===== src/rtl/demux_rom_seq_pkg.sv =====
// Shared types and constants for the demux ROM sequencer: FSM state, ROM word layout
// and the ROM contents function.
package demux_rom_seq_pkg;
   localparam int DW  = 2;
   localparam int SW  = 2;
   localparam int NCH = 1 << SW;

   typedef enum logic [1:0] {IDLE, RUN, DONE} state_t;

   typedef struct packed {
      logic [SW-1:0] sel;
      logic [DW-1:0] data;
   } word_t;

   // word[a] = {sel = a[1:0], data = a[aw-1:aw-2]}
   function automatic word_t rom_word(input logic [31:0] a, input int aw);
      logic [31:0] sh;
      sh            = a >> (aw - DW);
      rom_word.sel  = a[SW-1:0];
      rom_word.data = sh[DW-1:0];
   endfunction
endpackage


===== src/rtl/demux_rom_sequencer_if.sv =====
// Control/stream bundle between the upstream controller (master) and the sequencer (slave).
interface demux_rom_seq_if #(parameter int AW = 4);
   import demux_rom_seq_pkg::*;

   logic          start;
   logic          loop;
   logic          hold;
   logic [DW-1:0] data_out;
   logic [SW-1:0] sel_out;
   logic          valid;
   logic [AW-1:0] addr;
   logic          busy;
   logic          done;

   modport master (output start, loop, hold,
                   input  data_out, sel_out, valid, addr, busy, done);
   modport slave  (input  start, loop, hold,
                   output data_out, sel_out, valid, addr, busy, done);
endinterface


===== src/rtl/demux_rom_sequencer_rom_lut.sv =====
// Combinational ROM lookup: address -> {sel, data} word.
module rom_lut
   import demux_rom_seq_pkg::*;
#(
   parameter int AW = 4
) (
   input  logic [AW-1:0] addr,
   output word_t         word
);
   always_comb word = rom_word(32'(addr), AW);
endmodule


===== src/rtl/demux_rom_sequencer.sv =====
// Steps through the ROM LUT and presents one {sel, data} word per cycle to the demux,
// with start, hold (stall), loop and an end-of-run done pulse.
module demux_rom_sequencer
   import demux_rom_seq_pkg::*;
#(
   parameter int DEPTH = 16,
   parameter int AW    = $clog2(DEPTH)
) (
   input  logic          clk,
   input  logic          rst_n,
   demux_rom_seq_if.slave bus
);
   localparam logic [AW-1:0] LAST = AW'(DEPTH - 1);

   state_t        state;
   logic [AW-1:0] addr_q;
   logic [DW-1:0] data_q;
   logic [SW-1:0] sel_q;
   logic          valid_q;
   logic          fin_q;
   word_t         rd;

   rom_lut #(.AW(AW)) u_rom (.addr(addr_q), .word(rd));

   // fin_q marks that the final word of a non-looping run has just been issued, so the
   // DONE state (and its done pulse) lands one cycle after that word with valid low.
   always_ff @(posedge clk or negedge rst_n) begin
      if (!rst_n) begin
         state   <= IDLE;
         addr_q  <= '0;
         data_q  <= '0;
         sel_q   <= '0;
         valid_q <= 1'b0;
         fin_q   <= 1'b0;
      end else begin
         case (state)
            IDLE: begin
               valid_q <= 1'b0;
               if (bus.start) begin
                  state  <= RUN;
                  addr_q <= '0;
               end
            end
            RUN: begin
               if (fin_q) begin
                  state   <= DONE;
                  valid_q <= 1'b0;
                  fin_q   <= 1'b0;
               end else if (bus.hold) begin
                  valid_q <= 1'b0;
               end else begin
                  data_q  <= rd.data;
                  sel_q   <= rd.sel;
                  valid_q <= 1'b1;
                  if (addr_q == LAST) begin
                     addr_q <= '0;
                     fin_q  <= !bus.loop;
                  end else begin
                     addr_q <= addr_q + AW'(1);
                  end
               end
            end
            DONE: begin
               valid_q <= 1'b0;
               state   <= IDLE;
            end
            default: state <= IDLE;
         endcase
      end
   end

   assign bus.data_out = data_q;
   assign bus.sel_out  = sel_q;
   assign bus.valid    = valid_q;
   assign bus.addr     = addr_q;
   assign bus.busy     = (state != IDLE);
   assign bus.done     = (state == DONE);
endmodule

===== src/flat_wrapper.sv =====
// flat-port wrapper written by rule: the top's interface ports become plain ports
module demux_rom_sequencer_flat import demux_rom_seq_pkg::*;
#(
   parameter int DEPTH = 16,
   parameter int AW    = $clog2(DEPTH)
)
  (clk, rst_n, bus_start, bus_loop, bus_hold, bus_data_out, bus_sel_out, bus_valid, bus_addr, bus_busy, bus_done);
  demux_rom_seq_if #(.AW(AW)) bus_i ();
  input  logic clk;
  input  logic rst_n;
  input wire logic [$bits(bus_i.start)-1:0] bus_start;
  input wire logic [$bits(bus_i.loop)-1:0] bus_loop;
  input wire logic [$bits(bus_i.hold)-1:0] bus_hold;
  output wire logic [$bits(bus_i.data_out)-1:0] bus_data_out;
  output wire logic [$bits(bus_i.sel_out)-1:0] bus_sel_out;
  output wire logic [$bits(bus_i.valid)-1:0] bus_valid;
  output wire logic [$bits(bus_i.addr)-1:0] bus_addr;
  output wire logic [$bits(bus_i.busy)-1:0] bus_busy;
  output wire logic [$bits(bus_i.done)-1:0] bus_done;
  assign bus_i.start = bus_start;
  assign bus_i.loop = bus_loop;
  assign bus_i.hold = bus_hold;
  assign bus_data_out = bus_i.data_out;
  assign bus_sel_out = bus_i.sel_out;
  assign bus_valid = bus_i.valid;
  assign bus_addr = bus_i.addr;
  assign bus_busy = bus_i.busy;
  assign bus_done = bus_i.done;
  demux_rom_sequencer #(.DEPTH(DEPTH), .AW(AW)) u_core (.clk(clk), .rst_n(rst_n), .bus(bus_i));
endmodule

===== config.mk =====
export PLATFORM = sky130hd
export DESIGN_NAME = demux_rom_sequencer_flat
export DESIGN_NICKNAME = d
export VERILOG_FILES = /design/src/rtl/demux_rom_seq_pkg.sv /design/src/rtl/demux_rom_sequencer_if.sv /design/src/rtl/demux_rom_sequencer_rom_lut.sv /design/src/rtl/demux_rom_sequencer.sv /design/src/flat_wrapper.sv
export SDC_FILE = /design/constraint.sdc
export NUM_CORES = 1
export LEC_CHECK = 0
export BUFFER_PORTS_ARGS = -buffer_cell sky130_fd_sc_hd__buf_2
export CELL_PAD_IN_SITES_DETAIL_PLACEMENT = 1
export CELL_PAD_IN_SITES_GLOBAL_PLACEMENT = 2
export CORE_UTILIZATION = 33
export DETAILED_ROUTE_END_ITERATION = 8
export PLACE_DENSITY = 0.88
export SYNTH_ARGS = -nofsm -noshare
export SYNTH_HDL_FRONTEND = slang
export SYNTH_HIERARCHICAL = 1
export SYNTH_SLANG_ARGS = --single-unit

===== constraint.sdc =====
create_clock -name clk -period 4.9 [get_ports clk]
set_input_delay 0.735 -clock clk [delete_from_list [all_inputs] [get_ports clk]]
set_output_delay 0.735 -clock clk [all_outputs]
set_load 0.05 [all_outputs]

==> results of run 1 <==
==> critical path, delay by kind of cell, from the launching register on <==
kind                   cells  cell delay [ns]
flip-flops                 1             0.44
buffers and inverters      1             0.21
AND/OR/NAND/NOR            1             0.31
==> layer usage <==
metal / vias to the layer above / GRT usage [%]
li1: 199 / -
met1: 195 / 17.2
met2: 15 / 22.1
met3: 0 / 6.25
met4: 0 / 1.88
met5: - / 0
==> sequential cells by signal, indices dropped and copies added (netlist names) <==
name,flops
u_core/bus.data_out,2
u_core/bus.sel_out,2
u_core/bus.addr,4
u_core/state,2
u_core/fin_q,1
u_core/bus.valid,1
==> layout make-up <==
cell class / instances / area share, %
Clock buffer: 4 / 5.44
Tap cell: 16 / 3.00
Inverter: 3 / 1.69
Sequential cell: 12 / 45.0
Timing Repair Buffer: 15 / 11.3
Multi-Input combinational cell: 30 / 33.6
==> per-stage QoR <==
step                      instance area (µm²)  hold WS, ns  cells  worst slack (ns)
after floorplan                           577        0.439     50              2.95
after global placement                    631        0.484     76              2.69
after detailed placement                  631        0.492     76              2.67
after CTS                                 667        0.328     80              2.93
after global routing                      667        0.339     80              2.88
final                                     667        0.328     80              2.94
==> cell usage in the layout (no fill, tap or decap), drive strengths merged, types with 2 or more instances in the layout <==
cell type  count
nand2          4
dfrtp         12
clkbuf         4
a21oi          2
mux2           4
nand3          2
buf           15
inv            3
nor3b          2
==> path summary, 6_finish.rpt <==
path                                        start  depth (start not counted)                endpoint
setup / recovery                  u_core/state[0]                          2                bus_busy
min in group clk           u_core/bus.data_out[0]                          1  u_core/bus.data_out[0]
setup reg to reg                  u_core/state[1]                          3      u_core/bus.addr[2]
max in group asynchronous                   rst_n                          1            u_core/fin_q
hold reg to reg            u_core/bus.data_out[0]                          1  u_core/bus.data_out[0]
hold / removal                              rst_n                          1         u_core/state[1]
==> logic make-up (layout without fill, tap and decap cells) <==
kind of cell               after synthesis  count (layout)  synth area share [%]
buffers and inverters                    8              22                  9.11
AOI/OAI and AO/OA                        8               8                  11.1
adders and majority gates                1               1                  2.17
and+or+nand+nor                         16              16                  16.1
muxes                                    5               5                  9.54
DFF                                     12              12                  52.1
==> reports/results.tsv, run 1 <==
stage	metric	value	unit
run_status	status	complete, but fails checks	
run_status	violated checks	design-rule violations	
final_layout	Filler Cell Count	193	
worst_setup_path	Crit. End Element	output port	
yosys	post-synth top area share	52.1	%
worst_setup_path	Crit path required time	4.16	ns
timing	Worst Clk Skew	0.000729	ns
floorplanning	die area	0.00192	mm²
yosys	Avg Inst Size Synth	11.5	µm²
timing	Tmin final	1.96	ns
final_layout	final core utilization	42.3	%
grt	total congestion overflow	0	
detailed_routing	met3 WL	83	µm
clock_network	Post-CTS Hold Fix Bufs	0	
floorplanning	Core Rows	14	
detailed_routing	via count	409	
final_layout	register area	300	µm²
timing	RSZ-0062 raised after global routing	no	
yosys	post-synth top area cell	dfrtp_1	
grt	antenna violations before repair	0	
timing	setup violators final	0	
detailed_routing	Via-to-Cell Ratio	5.11	
yosys	Syn Nets	56	
detailed_routing	first drt pass iteration count	5	
clock_network	Root Buffer	clkbuf_4	
worst_setup_path	startpoint types	flop	
clock_network	post-cts sizing count	0	
timing	Final Cycle Share	40.1	%
job	max-cap violations	0	
place	RePlAce Congestion	0.683	
worst_setup_path	R2R Setup Slk	3.00	ns
yosys	top cells by area, synth	dfrtp_1, mux2_2, buf_4	
timing	final setup TNS	0	ns
floorplanning	Core Box Area	0.00158	mm²
floorplanning	Starting Density	36.6	%
grt	largest net degree at the start of global routing	13	
final_layout	Nets	71	
yosys	Async SR Flop Fraction	100	%
worst_setup_path	CP max stage cell	dfrtp_1	
clock_network	CTS H-tree lvls	1	
clock_network	Post-CTS Repair Setup Buffers	0	
clock_network	Reg clk slew, reported paths	0.08	ns
yosys	most common cell in the netlist	dfrtp_1	
clock_network	CTS tree	built	
floorplanning	die height	43.8	µm
detailed_routing	top sig layer	met3	
detailed_routing	final WL	1120	µm
grt	first-pass GRT wire length	1880	µm
final_layout	ANT cells	0	
worst_setup_path	Crit Path Category	reg2out	
place	IO Port Bufs	15	
grt	GRT Total Usage	13.7	%
yosys	Top FF cell, synth	dfrtp_1	
worst_setup_path	Crit Path Max Fanout	7	
final_layout	area grow syn2layout	15.6	%
yosys	FF+latch count, synth	12	
clock_network	clk sink count	12	
timing	Fmax	0.509	GHz
yosys	synthesized instance count	50	
grt	vias in the first global route	417	
timing	Rel. slew slack	75.2	%
yosys	post-synthesis cell type count	25	
timing	Slew Limit Fails	0	
detailed_routing	Iter 0 DRT Violations	2	
yosys	netlist area before placement	577	µm²
clock_network	Worst-Skew Late Latency	0.27	ns
detailed_routing	DRT met1 WL	508	µm
worst_setup_path	cells along the critical path	or2_2 > buf_2	
detailed_routing	remaining antenna violation count	0	
clock_network	cts bufs inserted	3	
floorplanning	Die X	43.8	µm
yosys	register area share after synthesis	52.1	%
hold_path	Hold Path Class	in2async	
place	post-DP HPWL	795	µm
timing	worst slew pin tran	0.372	ns
yosys	Post-synth top cells	dfrtp_1, buf_4, mux2_2, nand2_1, inv_1	
detailed_routing	Avg WL per Cell	14.0	µm
clock_network	Max clock buf depth	2	
floorplanning	# IOs	16	
timing	Fin. Hold Viols	0	
detailed_routing	Post-route DRC	1	
final_layout	layout cells sized above 1	39.1	%
worst_setup_path	Worst EP arrival	1.23	ns
yosys	Synth Warn #	6	
final_layout	Multi-input gate area	224	µm²
yosys	Post-synth EDFFs	0	
detailed_routing	met2 routed WL	528	µm
worst_setup_path	CP peak stage delay	0.44	ns
Power of run 1 is not shown: default switching activity piles up to over one toggle a cycle in this logic, so the estimate is an artifact.
==> run 2, diff against run 1 <==
- CORE_UTILIZATION: 33 -> 30
- PLACE_DENSITY: 0.88 -> 0.82
- clock period: 4.9 -> 2.06 ns (I/O delays scaled with it)
==> reports/results.tsv, run 2 (same netlist as run 1, synthesis figures left out) <==
stage	metric	value	unit
final_layout	area grow syn2layout	18.2	%
place	IO Port Bufs	15	
clock_network	clk sink count	12	
detailed_routing	first drt pass iteration count	4	
worst_setup_path	Crit Path Max Fanout	9	
place	RePlAce Congestion	0.784	
timing	Tmin final	1.67	ns
detailed_routing	Iter 0 DRT Violations	5	
final_layout	layout cells sized above 1	38.5	%
floorplanning	Die X	45.9	µm
grt	antenna violations before repair	0	
worst_setup_path	cells along the critical path	or4b_1 > buf_4 > nor4_1 > a211o_1	
detailed_routing	final WL	1130	µm
grt	GRT Total Usage	12.7	%
clock_network	CTS tree	built	
worst_setup_path	delay-heaviest family, CP	simple AND/OR/NAND/NOR gates	
job	max-cap violations	0	
final_layout	ANT cells	0	
grt	vias in the first global route	391	
worst_setup_path	Buf/Inv on CP	1	
timing	Final Cycle Share	80.8	%
final_layout	max reg flops	4	
detailed_routing	remaining antenna violation count	0	
timing	worst slew pin tran	0.276	ns
timing	Rel. slew slack	81.5	%
detailed_routing	Post-route DRC	0	
clock_network	Worst-Skew Late Latency	0.27	ns
worst_setup_path	Crit. End Element	flop	
timing	Fmax	0.600	GHz
floorplanning	# IOs	16	
timing	setup violators final	0	
timing	Slew Limit Fails	0	
detailed_routing	Via-to-Cell Ratio	4.73	
clock_network	cts bufs inserted	3	
clock_network	CTS H-tree lvls	1	
clock_network	Max clock buf depth	2	
grt	total congestion overflow	0	
final_layout	most common cell after layout, fill and taps aside	buf_2	
final_layout	Nets	73	
worst_setup_path	CP peak stage delay	0.57	ns
detailed_routing	Avg WL per Cell	12.6	µm
grt	first-pass GRT wire length	1860	µm
clock_network	Reg clk slew, reported paths	0.07	ns
floorplanning	die height	45.9	µm
floorplanning	Starting Density	32.7	%
worst_setup_path	Crit Path Category	reg2reg	
floorplanning	Core Rows	15	
detailed_routing	via count	426	
hold_path	Hold Path Class	in2reg	
timing	Fin. Hold Viols	0	
final_layout	Filler Cell Count	213	
worst_setup_path	startpoint types	flop	
clock_network	Post-CTS Repair Setup Buffers	0	
timing	RSZ-0062 raised after global routing	no	
final_layout	most frequent cells in the layout	buf_2, dfrtp_1, mux2_2, nand2_1	
run_status	status	complete, no violations	
floorplanning	Core Box Area	0.00176	mm²
worst_setup_path	Crit path required time	2.27	ns
floorplanning	die area	0.00210	mm²
grt	largest net degree at the start of global routing	13	
timing	final setup TNS	0	ns
worst_setup_path	CP max stage cell	or4b_1	
timing	Worst Clk Skew	0.00145	ns
worst_setup_path	Worst EP arrival	1.87	ns
clock_network	Root Buffer	clkbuf_4	
-- run 2: cell types whose count changed in the layout (fill, tap and decap cells not counted) --
| cell | previous run | this run |
|---|---|---|
| dlygate4sd3_1 | 0 | 1 |
| buf_4 | 0 | 1 |
| clkbuf_8 | 1 | 0 |
-- run 2: cell type report --
| cell class | instances | area, µm² | area share (%) |
|---|---|---|---|
| sequential | 12 | 300 | 44.0 |
| multi-input combinational | 30 | 224 | 32.8 |
| timing repair buffer | 17 | 92.6 | 13.6 |
| tap | 25 | 31.3 | 4.59 |
| clock buffer | 3 | 22.5 | 3.30 |
| inverter | 3 | 11.3 | 1.65 |
-- run 2: final timing paths --
kind | startpoint | to | slack [ns] | cells after the start
worst max-delay path | u_core/state[1] | u_core/bus.addr[3] | 0.39 | 4
worst min-delay path | bus_loop | u_core/fin_q | 0.24 | 2
worst max register to register | u_core/state[1] | u_core/bus.addr[3] | 0.39 | 4
worst min register to register | u_core/bus.sel_out[1] | u_core/bus.sel_out[1] | 0.50 | 1
max in group asynchronous | rst_n | u_core/bus.sel_out[0] | 1.39 | 2
min in group asynchronous | rst_n | u_core/bus.valid | 0.45 | 2
-- run 2: layer usage --
layer / global-route usage (%) / wire length [µm] / up-vias
li1: - / - / 202
met1: 18.8 / 584 / 213
met2: 16.9 / 499 / 11
met3: 4.76 / 48 / 0
met4: 3.53 / 0 / 0
met5: 0 / 0 / -
-- run 2: through the flow --
stage                     instance area, µm²  utilization [%]  cells  hold WS, ns  worst slack, ns
final                                    682             38.7     90        0.236            0.395
after global routing                     682             38.7     90        0.225            0.355
after CTS                                682             38.7     90        0.221            0.423
after detailed placement                 649             36.8     86        0.207            0.437
after global placement                   649             36.8     86        0.205            0.482
after floorplan                          577                -     50       0.0134            0.392
-- run 2: timing repair --
action / CTS / global route
hold buffers: 1 / 0
resized for setup: 0 / 0
endpoints found under the hold margin: 12 / 0
endpoints found under the setup margin: 0 / 0
-- run 2: worst reg2reg max path: cells and delay by family, from the launching register on --
family          cells  cell delay (ns)
flops               1             0.43
buf+inv             1             0.20
compound gates      1             0.14
simple gates        2             0.84
Power of run 2 is left out for the same reason.
